`src/rtl/wb_stage.sv`:
```
// Write-back stage: owns the register file and flag register F, commits one
// MEM-latch result per unstalled cycle, and serves two bypassed read ports.
module wb_stage #(
    parameter int NREGS = 32,
    parameter int DW    = 16,
    parameter int FW    = 8,
    parameter int CW    = 16
) (
    input  logic          CLK,
    input  logic          RST,
    input  logic [4:0]    Wr_id,
    input  logic [FW-1:0] Fmask,
    input  logic [DW-1:0] Result,
    input  logic [FW-1:0] Flags,
    input  logic          wb_stall,
    input  logic [4:0]    Rd_id_a,
    input  logic [4:0]    Rd_id_b,
    output logic [DW-1:0] Rd_data_a,
    output logic [DW-1:0] Rd_data_b,
    output logic [FW-1:0] F_cur,
    output logic [CW-1:0] retire_cnt,
    output logic          wb_busy
);

    logic [DW-1:0] regs [NREGS];
    logic [FW-1:0] flag_reg;
    logic          commit;
    logic          reg_wr;
    logic [FW-1:0] flag_merged;
    logic          wr_in_range;
    logic          rd_a_in_range;
    logic          rd_b_in_range;

    always_comb begin
        wr_in_range   = 32'(Wr_id) < 32'(NREGS);
        rd_a_in_range = 32'(Rd_id_a) < 32'(NREGS);
        rd_b_in_range = 32'(Rd_id_b) < 32'(NREGS);
        // A reset cycle discards the latch contents, so it never counts as a commit.
        commit        = !RST && !wb_stall && ((Wr_id != '0) || (Fmask != '0));
        reg_wr        = commit && (Wr_id != '0) && wr_in_range;
        flag_merged   = (flag_reg & ~Fmask) | (Flags & Fmask);
    end

    always_comb begin
        Rd_data_a = '0;
        if ((Rd_id_a != '0) && rd_a_in_range) begin
            if (reg_wr && (Rd_id_a == Wr_id))
                Rd_data_a = Result;
            else
                Rd_data_a = regs[Rd_id_a];
        end
    end

    always_comb begin
        Rd_data_b = '0;
        if ((Rd_id_b != '0) && rd_b_in_range) begin
            if (reg_wr && (Rd_id_b == Wr_id))
                Rd_data_b = Result;
            else
                Rd_data_b = regs[Rd_id_b];
        end
    end

    always_comb begin
        F_cur = commit ? flag_merged : flag_reg;
    end

    always_ff @(posedge CLK) begin
        if (RST) begin
            regs       <= '{default: '0};
            flag_reg   <= '0;
            retire_cnt <= '0;
            wb_busy    <= 1'b0;
        end else begin
            wb_busy <= commit;
            if (commit) begin
                flag_reg   <= flag_merged;
                retire_cnt <= retire_cnt + 1'b1;
            end
            if (reg_wr)
                regs[Wr_id] <= Result;
        end
    end

endmodule

```
`config.mk`:
```
export PLATFORM = sky130hd
export DESIGN_NAME = wb_stage
export DESIGN_NICKNAME = d
export VERILOG_FILES = /design/src/rtl/wb_stage.sv
export SDC_FILE = /design/constraint.sdc
export NUM_CORES = 1
export LEC_CHECK = 0
export CELL_PAD_IN_SITES_DETAIL_PLACEMENT = 0
export CELL_PAD_IN_SITES_GLOBAL_PLACEMENT = 2
export CORE_MARGIN = 4
export CORE_UTILIZATION = 42
export DETAILED_ROUTE_END_ITERATION = 16
export PLACE_DENSITY_LB_ADDON = 0.1
export SYNTH_ARGS = -nofsm -noshare
export SYNTH_HDL_FRONTEND = slang
export SYNTH_SLANG_ARGS = --single-unit
```
`constraint.sdc`:
```
create_clock -name CLK -period 6.7 [get_ports CLK]
set_clock_uncertainty 0.05 [all_clocks]
set_input_delay 1.005 -clock CLK [delete_from_list [all_inputs] [get_ports CLK]]
set_output_delay 1.005 -clock CLK [all_outputs]
set_load 0.02 [all_outputs]
```
==> results.md, run 1 <==
- Mean Syn Cell Area: 9.27 um^2
- Area grow syn2layout: 12.7%
- Worst hold path class: register to register
- Row count: 94
- Final-report setup violation count: 0
- Clock transition at the registers of the reported paths: 0.06 ns
- WL/cell: 29.0 um
- Final nets: 3004
- Post-Synthesis Cells: 3018
- Io pins: 107
- CTS tree: built
- Placer Congestion: 0.958
- DRT antenna net count: 0
- Adder-Cell Fraction of Synth Area: 0.0447%
- Slew @ Worst Pin: 1.24 ns
- # hold bufs at CTS: 0
- IO buf count: 106
- Core area: 65900 um^2
- Number of setup buffers added after CTS: 0
- Main synth FF type: dfxtp_1
- Net Count, Synth: 3069
- Crit path launch type: primary input
- First-pass GRT wire length: 162 mm
- Critical path arrival: 4.77 ns
- Vias in the first global route: 23000
- Worst-path maximum fanout: 18
- FFs w/ async S/R, synth: 0%
- P_leak: 10.5 nW
- Main combinational cell family by area after synthesis: multiplexers
- Root Driver: clkbuf_16
- Vias: 24200
- Relative slew slack: 17.2%
- Resized Gates After CTS: 0
- Unrepaired setup endpoints after global routing: false
- Distinct cells, synth: 48
- Die Y: 266 um
- Commonest non-fill, non-tap cell in the layout: dfxtp_1
- Largest net degree at the start of global routing: 228
- CTS sink count: 537
- P per Cell Area: 228 nW/um^2
- Mapped Area: 28000 um^2
- Routed WL: 112 mm
- Yosys warns: 0
- Slew Viols, Final: 0
- Drt initial violations: 2926
- Global route overflow: 0
- MaxCap Viol Count: 0
- Worst EP required: 5.64 ns
- Sequential share of the synthesized area: 38.4%
- Cell family with most CP delay: buffers and inverters
- DR vias/cell: 6.24
- CTS buffer count: 61
- First-pass detailed-route iteration total: 8
- Worst path max stage delay: 0.73 ns
- Post-synthesis mux area share: 28.4%
- Status: completed
- Compound-Gate Fraction of Synth Area: 11.3%
- Setup TNS: 0 ns
- Post-Synth Simple-Gate Area: 15.8%
- Slowest stage cell, crit path: clkdlybuf4s50_1
- Ratio of final minimum period to clock period: 86.9%
- Die ar.: 70800 um^2
- Initial antenna violation count: 5
- CP Class: primary input to primary output
- Starting Density: 42.5%
- H-tree depth: 2
- CP bufs+invs: 4
- Commonest non-fill, non-tap cells in the layout: 537 x dfxtp_1, 480 x mux2i_1, 322 x nand2_1, 276 x nor2_1, 262 x a21oi_1
- Post-route DRC violation count: 0
- Layout cells sized above 1: 13.2%
- Synth Area in XOR/XNOR: 0.689%
- Clk buf depth: 3
- Maximum clock rate: 172 MHz
- Layout Utilization: 47.9%
- Max reg flops: 512
- Fin crit period: 5.82 ns
- Die width: 266 um
- EDFF count, synth: 0
- Final Hold Vio Count: 0
- GRT Util Overall: 30.7%
- Post-DP HPWL: 71.7 mm
- #FFs+latches synth: 537
- CP Cell Sequence: clkdlybuf4s50_1 -> or3_4 -> o21a_1 -> and3_1 -> buf_4 -> or2_1 -> buf_4 -> o31ai_1 -> clkdlybuf4s50_1
- Worst VDD drop: 0.197 mV
- Clk_lat worst skew: 0.63 ns
- CP endpoint kind: primary output
routing by layer:
layer  share of wire [%]  routed length (um)  up-vias  GRT usage (%)
met2                  45               50200     1099           47.7
met3                 8.3                9340      200           5.57
met5               0.015                  17        -              0
li1                    -                   -    10800              -
met4                 3.4                3840        4           9.47
met1                  43               48700    12100           43.9
synthesized netlist by cell type (all sizes together), types with 12 or more instances:
cell type	number	area, um^2
a22o	60	526
xor2	12	105
clkbuf	220	845
mux4	136	3060
o31ai	15	163
mux2i	480	4800
nor2b	23	144
nor4	50	313
nand3	235	1180
nand2	322	1210
dfxtp	537	10800
o21ai	20	100
a31oi	15	93.8
buf	113	623
nor2	293	1200
o22ai	120	751
a21oi	262	1310
a22oi	22	165
logic make-up after synthesis:
group / Yosys count
adder cells (fa/ha/maj): 1
flip-flops: 537
XOR/XNOR: 22
buffers and inverters: 338
multiplexers: 624
AO/OA/AOI/OAI: 518
AND/OR/NAND/NOR: 978
cell type report:
type	count	area, um^2
fillers	6246	34300
multi-input cells	2143	15800
flip-flops and latches	537	10800
repair buffers	205	1880
clock buffers	89	1800
well taps	864	1080
clock inverters	24	171
inverters	5	18.8
diodes	3	7.51
where the power goes:
| part | switching (W) | total (W) | internal [W] |
|---|---|---|---|
| Sequential | 0.0000106 | 0.00322 | 0.00321 |
| Combinational | 0.000444 | 0.000648 | 0.000204 |
| Clock | 0.00142 | 0.00331 | 0.00189 |
| Total | 0.00187 | 0.00717 | 0.00531 |
final timing paths:
| check | start | depth (start not counted) | slack [ns] | to |
|---|---|---|---|---|
| min | regs[213] | 2 | 0.42 | regs[213] |
| max reg2reg | retire_cnt[2] | 4 | 4.89 | retire_cnt[15] |
| max | Wr_id[3] | 9 | 0.88 | Rd_data_a[3] |
| min reg2reg | regs[213] | 2 | 0.42 | regs[213] |
through the flow:
stage          cell area (um^2)  hold slack [ns]  total power (W)  instances  setup slack, ns
4_1_cts                   31500            0.417          0.00723       3867             1.01
3_5_place_dp              29500            0.410          0.00393       3754             1.02
3_3_place_gp              29500            0.400          0.00393       3754             1.04
2_1_floorplan             28000            0.393          0.00368       3018             2.87
5_1_grt                   31500            0.437          0.00738       3868            0.789
6_report                  31500            0.417          0.00717       3870            0.879
worst reg2reg max path: stages (launching register included):
cell and delay (ns):
dfxtp_1 0.40, nand2_1 0.26, or3_1 0.49, o311ai_0 0.35, o41ai_1 0.13
Note: power is estimated with default switching activity, not from simulation.
==> inputs of run 2 (changes only) <==
- CELL_PAD_IN_SITES_DETAIL_PLACEMENT: 0 -> unset
- CELL_PAD_IN_SITES_GLOBAL_PLACEMENT: 2 -> unset
- CORE_UTILIZATION: 42 -> 45
- PLACE_DENSITY_LB_ADDON: 0.1 -> unset
==> run 2 against run 1 <==
Routed wire length fell by 8.9%. Clock-buffer cell count grew 6. Utilization is 3.1 points higher. Global-route usage shrank 1.0 points. Register-to-register slack about the same. First-iteration DRC count up 10%. Die area down 6.5%. Non-clock buffer count decreased by 1. Combinational power down 2%. Cell count is 0.90% lower. Flip-flop and latch count stayed put. Critical path type unchanged. Largest cell class unchanged. Largest power group unchanged.
==> results.md, run 2 (synthesis results as in run 1) <==
- Status: completed
- CP endpoint kind: primary output
- Vias in the first global route: 24300 (+5.3%)
- First-pass detailed-route iteration total: 8 (unchanged)
- WL/cell: 26.6 um (-8.1%)
- Final nets: 3002 (-0.067%)
- Layout cells sized above 1: 12.7% (-0.50 points)
- Global route overflow: 0 (unchanged)
- Reg2reg start: retire_cnt[2]
- Number of setup buffers added after CTS: 0 (unchanged)
- Placer Congestion: 0.921 (-3.9%)
- Comb power frac: 8.9% (about the same)
- Final-report setup violation count: 0 (unchanged)
- Worst hold path class: register to register
- Clock transition at the registers of the reported paths: 0.06 ns (about the same)
- Hold_sp: regs[244]
- Routed WL: 102 mm (-8.9%)
- Row count: 91 (-3.2%)
- Drt initial violations: 3231 (+10%)
- IO buf count: 106 (unchanged)
- Sequential group share of total power: 44.9% (about the same)
- Post-route DRC violation count: 0 (unchanged)
- FF-to-FF End: retire_cnt[15]
- Die Y: 257 um (-3.3%)
- Die width: 257 um (-3.3%)
- CTS sink count: 537 (unchanged)
- Worst VDD drop: 0.229 mV (+16%)
- P per Cell Area: 228 nW/um^2 (+0.27%)
- Setup TNS: 0 ns (unchanged)
- Io pins: 107 (unchanged)
- Starting Density: 45.4% (+2.9 points)
- R2R Setup Slk: 4.88 ns (about the same)
- Psw: 0.00180 W (-3.7%)
- Root Driver: clkbuf_16
- Design Area, Final: 31400 um^2 (-0.33%)
- P_leak: 10.4 nW (-0.42%)
- H-tree depth: 2 (unchanged)
- Die ar.: 66200 um^2 (-6.5%)
- Slew Viols, Final: 0 (unchanged)
- Crit path launch type: primary input
- Worst EP required: 5.64 ns (about the same)
- First-pass GRT wire length: 152 mm (-6.1%)
- Dpl cell area: 29400 um^2 (-0.31%)
- Hold Crit Endpoint: regs[244]
- MaxCap Viol Count: 0 (unchanged)
- Initial antenna violation count: 4 (-1)
- R2R cell count: 4 (unchanged)
- Resized Gates After CTS: 0 (unchanged)
- Clock Power Share: 46.2% (about the same)
- Metal2 WL: 44.1 mm (-12%)
- CTS buffer count: 60 (-1.6%)
- # hold bufs at CTS: 0 (unchanged)
- Max reg flops: 512 (unchanged)
- Slew @ Worst Pin: 1.28 ns (+0.0440 ns)
- Vias: 24400 (+0.91%)
- GRT Util Overall: 29.7% (-1.0 points)
- Clk_lat worst skew: 0.62 ns (about the same)
- Ratio of final minimum period to clock period: 90.5% (+3.6 points)
- Commonest non-fill, non-tap cell in the layout: dfxtp_1
- CP Class: primary input to primary output
- CTS tree: built
- Switching portion of total power: 25.1% (-0.95 points)
- Max layer used: met5
- DRT antenna net count: 0 (unchanged)
- Pint: 0.00537 W (+1.2%)
- Maximum clock rate: 165 MHz (-4.0%)
- Worst-path maximum fanout: 18 (unchanged)
- Commonest non-fill, non-tap cells in the layout: 537 x dfxtp_1, 480 x mux2i_1, 322 x nand2_1, 277 x nor2_1, 262 x a21oi_1
- Hold Path Cell Cnt: 2 (unchanged)
- Fin crit period: 6.06 ns (+0.240 ns)
- Area grow syn2layout: 12.3%
- Clk buf depth: 3 (unchanged)
- Unrepaired setup endpoints after global routing: false
- Wl on met1: 41.3 mm (-15%)
- Relative slew slack: 14.3% (-2.9 points)
- Post-DP HPWL: 63.5 mm (-11%)
- DR vias/cell: 6.36 (+1.8%)
- DR WL met3: 11.2 mm (+20%)
- Core area: 61600 um^2 (-6.5%)
- Final Hold Vio Count: 0 (unchanged)
- Critical path arrival: 5.01 ns (+0.24 ns)
- Largest net degree at the start of global routing: 233 (+2.2%)
==> run 2: changes by cell type in the layout (fill, tap and decap cells not counted), moves of 2 or more <==
| cell | delta |
|---|---|
| clkbuf_1 | +6 |
| buf_4 | -2 |
| clkinv_8 | -2 |
| clkbuf_8 | -2 |
| bufinv_16 | +2 |
| buf_6 | +2 |
| clkinv_2 | -13 |
| nor2_4 | -5 |
| nor2_2 | +4 |
==> run 2: metrics by stage <==
stage	power [W]	setup WS [ns]	std cells	util (%)	hold slack, ns
4_1_cts	0.00719	0.788	3833	51.0	0.419
3_5_place_dp	0.00391	0.790	3726	47.8	0.411
6_report	0.00717	0.638	3835	51.0	0.420
5_1_grt	0.00734	0.587	3833	51.0	0.435
3_3_place_gp	0.00391	0.839	3726	47.8	0.398
2_1_floorplan	0.00368	2.87	3018	-	0.393
==> run 2: final cells by class <==
type                       count  area [um^2]
inverter                       5         18.8
sequential                   537        10800
timing repair buffer         204         1850
multi-input combinational   2143        15800
tap                          837         1050
clock buffer                  95         1820
fill                        5610        30200
clock inverter                12          141
antenna                        2         5.00
==> run 2: power by group through the flow <==
stage | registers, W | clock network, W | logic [W]
2_1_floorplan | 0.00329 | 0 | 0.000389
3_3_place_gp | 0.00329 | 0 | 0.000619
3_5_place_dp | 0.00329 | 0 | 0.000624
4_1_cts | 0.00322 | 0.00335 | 0.000624
5_1_grt | 0.00322 | 0.00347 | 0.000657
6_report | 0.00322 | 0.00332 | 0.000637
==> run 2: worst max path at each step <==
stage / startpoint / end / slack [ns] / cells past startpoint
after floorplan: Wr_id[3] / Rd_data_a[0] / 2.87 / 7
after global placement: Wr_id[3] / Rd_data_a[15] / 0.84 / 7
after detailed placement: Wr_id[3] / Rd_data_a[15] / 0.79 / 7
after CTS: Wr_id[3] / Rd_data_a[15] / 0.79 / 7
after global routing: Wr_id[3] / Rd_data_a[15] / 0.59 / 7
final: Wr_id[4] / Rd_data_a[15] / 0.64 / 7
==> run 2: metal layers <==
layer / vias up / track usage (%)
met5: - / 0
met4: 4 / 15.3
met3: 289 / 7.68
met2: 1323 / 44.5
met1: 12000 / 39.7
li1: 10700 / -
==> run 2: worst max-delay path, stage by stage <==
cell             delay, ns
clkdlybuf4s50_1       0.65
or3_4                 0.51
o21a_1                0.21
and3_1                0.48
or2_1                 0.71
o31ai_1               0.69
clkdlybuf4s50_1       0.74
